File: src/rtl/inst_fetch_buf.sv
// Instruction fetch buffer: tracks one in-flight SRAM fetch and queues
// returned {address, instruction} pairs in a small circular FIFO so the
// decode stage can stall without losing fetched instructions.
module inst_fetch_buf #(
  parameter int unsigned DEPTH    = 4,
  parameter logic [31:0] NOP_INST = 32'h00000013
) (
  input  logic        clk,
  input  logic        rst,
  input  logic [31:0] pc_i,
  input  logic        re_i,
  input  logic [31:0] inst_i,
  input  logic        jump_flag_i,
  input  logic        hold_flag_i,
  output logic        fetch_hold_o,
  output logic [31:0] hold_addr_o,
  output logic [31:0] inst_o,
  output logic [31:0] inst_addr_o,
  output logic        inst_valid_o
);

  localparam int unsigned AW = $clog2(DEPTH);
  localparam int unsigned CW = AW + 1;

  logic [AW-1:0] wr_ptr_q, wr_ptr_d;
  logic [AW-1:0] rd_ptr_q, rd_ptr_d;
  logic [CW-1:0] count_q, count_d;
  logic          pend_valid_q, pend_valid_d;
  logic [31:0]   pend_addr_q, pend_addr_d;

  logic [31:0]   mem_addr_q [DEPTH];
  logic [31:0]   mem_inst_q [DEPTH];

  logic [CW:0]   occupancy;
  logic          accept;
  logic          push;
  logic          pop;

  // Occupancy counts the in-flight fetch so a new fetch is only accepted
  // when its returning data is guaranteed a free slot.
  assign occupancy    = {1'b0, count_q} + {{CW{1'b0}}, pend_valid_q};
  assign fetch_hold_o = ~jump_flag_i & (occupancy >= (CW+1)'(DEPTH));
  assign hold_addr_o  = pc_i;

  assign accept = re_i & ~fetch_hold_o & ~jump_flag_i;
  assign push   = pend_valid_q & ~jump_flag_i;
  assign pop    = inst_valid_o & ~hold_flag_i & ~jump_flag_i;

  assign inst_valid_o = (count_q != '0);
  assign inst_o       = inst_valid_o ? mem_inst_q[rd_ptr_q] : NOP_INST;
  assign inst_addr_o  = inst_valid_o ? mem_addr_q[rd_ptr_q] : 32'h0;

  // Next-state: a redirect flushes everything, otherwise push/pop bookkeeping.
  always_comb begin
    wr_ptr_d     = wr_ptr_q;
    rd_ptr_d     = rd_ptr_q;
    count_d      = count_q;
    pend_valid_d = accept;
    pend_addr_d  = accept ? pc_i : pend_addr_q;
    if (jump_flag_i) begin
      wr_ptr_d     = '0;
      rd_ptr_d     = '0;
      count_d      = '0;
      pend_valid_d = 1'b0;
    end else begin
      if (push) wr_ptr_d = wr_ptr_q + AW'(1);
      if (pop)  rd_ptr_d = rd_ptr_q + AW'(1);
      case ({push, pop})
        2'b10:   count_d = count_q + CW'(1);
        2'b01:   count_d = count_q - CW'(1);
        default: count_d = count_q;
      endcase
    end
  end

  // Control state registers with synchronous reset.
  always_ff @(posedge clk) begin
    if (rst) begin
      wr_ptr_q     <= '0;
      rd_ptr_q     <= '0;
      count_q      <= '0;
      pend_valid_q <= 1'b0;
    end else begin
      wr_ptr_q     <= wr_ptr_d;
      rd_ptr_q     <= rd_ptr_d;
      count_q      <= count_d;
      pend_valid_q <= pend_valid_d;
      // Occupancy gating on fetch accept makes a push into a full FIFO impossible.
      assert (!(push && (count_q == CW'(DEPTH))));
    end
  end

  // Address of the in-flight fetch; meaningful only while pend_valid_q is set.
  always_ff @(posedge clk) begin
    pend_addr_q <= pend_addr_d;
  end

  // Entry storage; contents are qualified by count, so no reset is needed.
  always_ff @(posedge clk) begin
    if (push) begin
      mem_addr_q[wr_ptr_q] <= pend_addr_q;
      mem_inst_q[wr_ptr_q] <= inst_i;
    end
  end

endmodule

File: config.mk
export PLATFORM = sky130hd
export DESIGN_NAME = inst_fetch_buf
export DESIGN_NICKNAME = d
export VERILOG_FILES = /design/src/rtl/inst_fetch_buf.sv
export SDC_FILE = /design/constraint.sdc
export NUM_CORES = 1
export LEC_CHECK = 0
export ABC_AREA = 1
export BUFFER_PORTS_ARGS = -buffer_cell sky130_fd_sc_hd__buf_2
export CORE_MARGIN = 2
export CORE_UTILIZATION = 40
export DETAILED_ROUTE_END_ITERATION = 10
export PLACE_DENSITY = 0.59
export SETUP_SLACK_MARGIN = 0.02
export SKIP_LAST_GASP = 1
export SLEW_MARGIN = 20
export SYNTH_ARGS = -nofsm -noshare
export SYNTH_HDL_FRONTEND = slang
export SYNTH_SLANG_ARGS = --single-unit
File: constraint.sdc
create_clock -name clk -period 4.2 [get_ports clk]
set_clock_uncertainty 0.15 [all_clocks]
set_input_delay 0.42 -clock clk [delete_from_list [all_inputs] [get_ports clk]]
set_output_delay 0.42 -clock clk [all_outputs]
set_load 0.05 [all_outputs]
==> metrics.log <==
INFO  metric globalRoute.totalOverflow = 0
INFO  metric vias_per_cell = 4.82
INFO  metric run_status = completed
INFO  metric firstDrtPassIters = 5
INFO  metric avgRoutedWirePerCell = 16.9 um
INFO  metric drcViolationCount = 0
INFO  metric synthesis.nets = 969
INFO  metric ir_drop = 0.334 mV
INFO  metric share_of_post_route_cells_with_drive_strength_above_1 = 21.2%
INFO  metric core = 28,700 um2
INFO  metric area_growth = 23.0%
INFO  metric syn-mean-instance-area = 13.1 um2
INFO  metric drtAntennaViolNets = 0
INFO  metric clock_tree.root_cell = clkbuf_16
INFO  metric clock_tree_from_tritoncts = yes
INFO  metric cp_data_required_time = 3630 ps
INFO  metric synth_area = 11,700 um2
INFO  metric worst-r2r-setup-slack = 1870 ps
INFO  metric grtUsageTotal = 16.4%
INFO  metric synth_cells = 894
INFO  metric setup_viol = 0
INFO  metric final_weighted_congestion_of_routability_driven_global_placement = 0.701
INFO  metric clock.fmax = 0.320 GHz
INFO  metric worstReg2RegStart = pend_valid_q$_SDFF_PP0_
INFO  metric vias = 7,233
INFO  metric tritoncts.num_buffers = 31
INFO  metric first_global_vias = 7,163
INFO  metric clkTransAtPathRegs = 60 ps
INFO  metric final_net_count = 1,167
INFO  metric seq_area_frac_synth = 75.8%
INFO  metric dp_worst_setup_slack = 1560 ps
INFO  metric post_layout_minimum_cycle_time = 3120 ps
INFO  metric period_share = 74.3%
INFO  metric rsz0062_at_grt = no
INFO  metric die_area = 30,600 um2
INFO  metric h-tree-depth = 1
INFO  metric drt-initial-drc-count = 500
INFO  metric final_util = 50.0%
INFO  metric setup_tns = 0 ps
INFO  metric wirelength = 25,400 um
INFO  metric power.leakage = 5.26 nW
INFO  metric die_height = 175 um
INFO  metric critical_path_peak_fanout = 81
INFO  metric synth-warning-count = 0
INFO  metric final-max-slew-violation-count = 0
INFO  metric initial_utilization = 40.7%
INFO  metric maxCapViolCount = 0
INFO  metric critical_path_end_type = primary output
INFO  metric ys_seq_elements = 298
INFO  metric reg2reg_depth = 3
INFO  metric worstMarginPinSlew = 989 ps
INFO  metric cp-start-kind = flip-flop
INFO  metric grt_antenna_before_repair = 1
INFO  metric endpoint = inst_addr_o[15]
INFO  metric clk_path_buf_depth = 3
INFO  metric synth_cell_type_count = 19
INFO  metric final_hold_viol_count = 0
INFO  metric timing.critical_path.arrival = 2550 ps
INFO  metric floorplan.die.width = 175 um
INFO  metric power_density = 454 nW/um2
INFO  metric top_level_ports = 167
INFO  metric regToRegEndpoint = mem_inst_q[1][25]$_DFFE_PP_
INFO  metric global_route_wire_length_before_repair = 39,100 um
INFO  metric clock_insertion_delay_worst_skew = 540 ps
INFO  metric min_path_type = primary input to flip-flop
INFO  metric clkSinkCount = 298
INFO  metric timing_worst_setup_path_type = flip-flop to primary output
INFO  metric layout.cells.most_common = edfxtp_1
INFO  metric report.power.total = 6.52 mW
INFO  metric rows = 62
INFO  metric place.port_buffers = 166
INFO  metric setup_slack = 1080 ps
INFO  metric slew-limit-headroom = 34.0%
INFO  metric post_cts_resized = 0
INFO  metric final_cell_mix = edfxtp_1, nor2_1, buf_2
INFO  metric hpwl_dp = 13,300 um
INFO  metric grt_max_degree = 82
synthesized netlist by cell type (all sizes together):
cell    number  area, um2
o21ai      128        641
xnor2        1       8.76
nand3        3       15.0
ha           5       62.6
nand2       25       93.8
a21oi       71        355
fa           1       20.0
clkbuf      10       37.5
nor2       260        976
edfxtp     288       8650
a31oi        1       6.26
buf         69        523
dfxtp       10        200
inv         22       82.6
per-stage QoR:
stage / instance area [um2] / hold WS (ps) / instances
2_1_floorplan: 11700 / 309 / 894
3_3_place_gp: 12600 / 324 / 1378
3_5_place_dp: 12600 / 324 / 1378
4_1_cts: 14300 / 34.7 / 1500
5_1_grt: 14400 / 62.3 / 1501
6_report: 14400 / 59.4 / 1501
cells by family (layout without fill, tap and decap cells):
logic type,after synthesis,after routing,share of synthesized area (%)
buffers and inverters,101,323,5.51
XOR/XNOR,1,1,0.0751
other,0,1,0
flip-flops,298,298,75.8
adder cells (fa/ha/maj),6,6,0.708
AO/OA/AOI/OAI,200,200,8.59
AND/OR/NAND/NOR,288,288,9.30
cell type report:
cell class / count / area (um2)
Inverter: 22 / 85.1
Fill cell: 2511 / 14400
Multi-Input combinational cell: 495 / 2210
Sequential cell: 298 / 8860
Timing Repair Buffer: 244 / 1620
Antenna cell: 1 / 2.50
Clock inverter: 23 / 315
Tap cell: 384 / 480
Clock buffer: 34 / 787
per-layer routing:
metal / global-route usage (%) / wire (um) / vias to the layer above
met2: 29.8 / 12900 / 199
met1: 20.8 / 10700 / 3482
met4: 3.72 / 482 / 0
met3: 2.46 / 1230 / 39
li1: - / - / 3513
met5: 0 / 0 / -
report_power, final:
| group | internal, mW | leakage [nW] | total, mW | switching (mW) |
|---|---|---|---|---|
| clock | 1.83 | 0.532 | 2.93 | 1.09 |
| sequential | 3.28 | 2.69 | 3.30 | 0.0164 |
| combinational | 0.0958 | 2.04 | 0.289 | 0.193 |
registers in the layout, indices dropped and copies added, names as in the netlist, named ones only:
register / flops
mem_addr_q: 128
mem_inst_q: 128
rd_ptr_q: 2
pend_valid_q: 1
count_q: 3
pend_addr_q: 32
wr_ptr_q: 2
critical path, cell delays in order, from the launching register on:
cell	delay, ps
dfxtp_4	360
buf_4	690
nor2_1	110
nor2_1	100
o21ai_0	90
a21oi_1	290
buf_2	330
worst min path at each step:
| stage | start | to | slack (ps) | depth (start not counted) |
|---|---|---|---|---|
| floorplan | pend_addr_q[0]$_DFFE_PP_ | mem_addr_q[0][0]$_DFFE_PP_ | 310 | 0 |
| global placement | rd_ptr_q[1]$_SDFFE_PP0P_ | flip-flop | 320 | 2 |
| detailed placement | rd_ptr_q[1]$_SDFFE_PP0P_ | flip-flop | 320 | 2 |
| CTS | re_i | pend_valid_q$_SDFF_PP0_ | 30 | 5 |
| global route | hold_flag_i | flip-flop | 60 | 4 |
| finish | re_i | pend_valid_q$_SDFF_PP0_ | 60 | 5 |
timing repair:
| action | 4_1_cts | 5_1_grt |
|---|---|---|
| setup endpoints to repair | 0 | 0 |
| hold buffers | 65 | 0 |
| endpoints found under the hold margin | 161 | 0 |
| buffers inserted | 0 | 0 |
(Power assumes the default switching activity.)
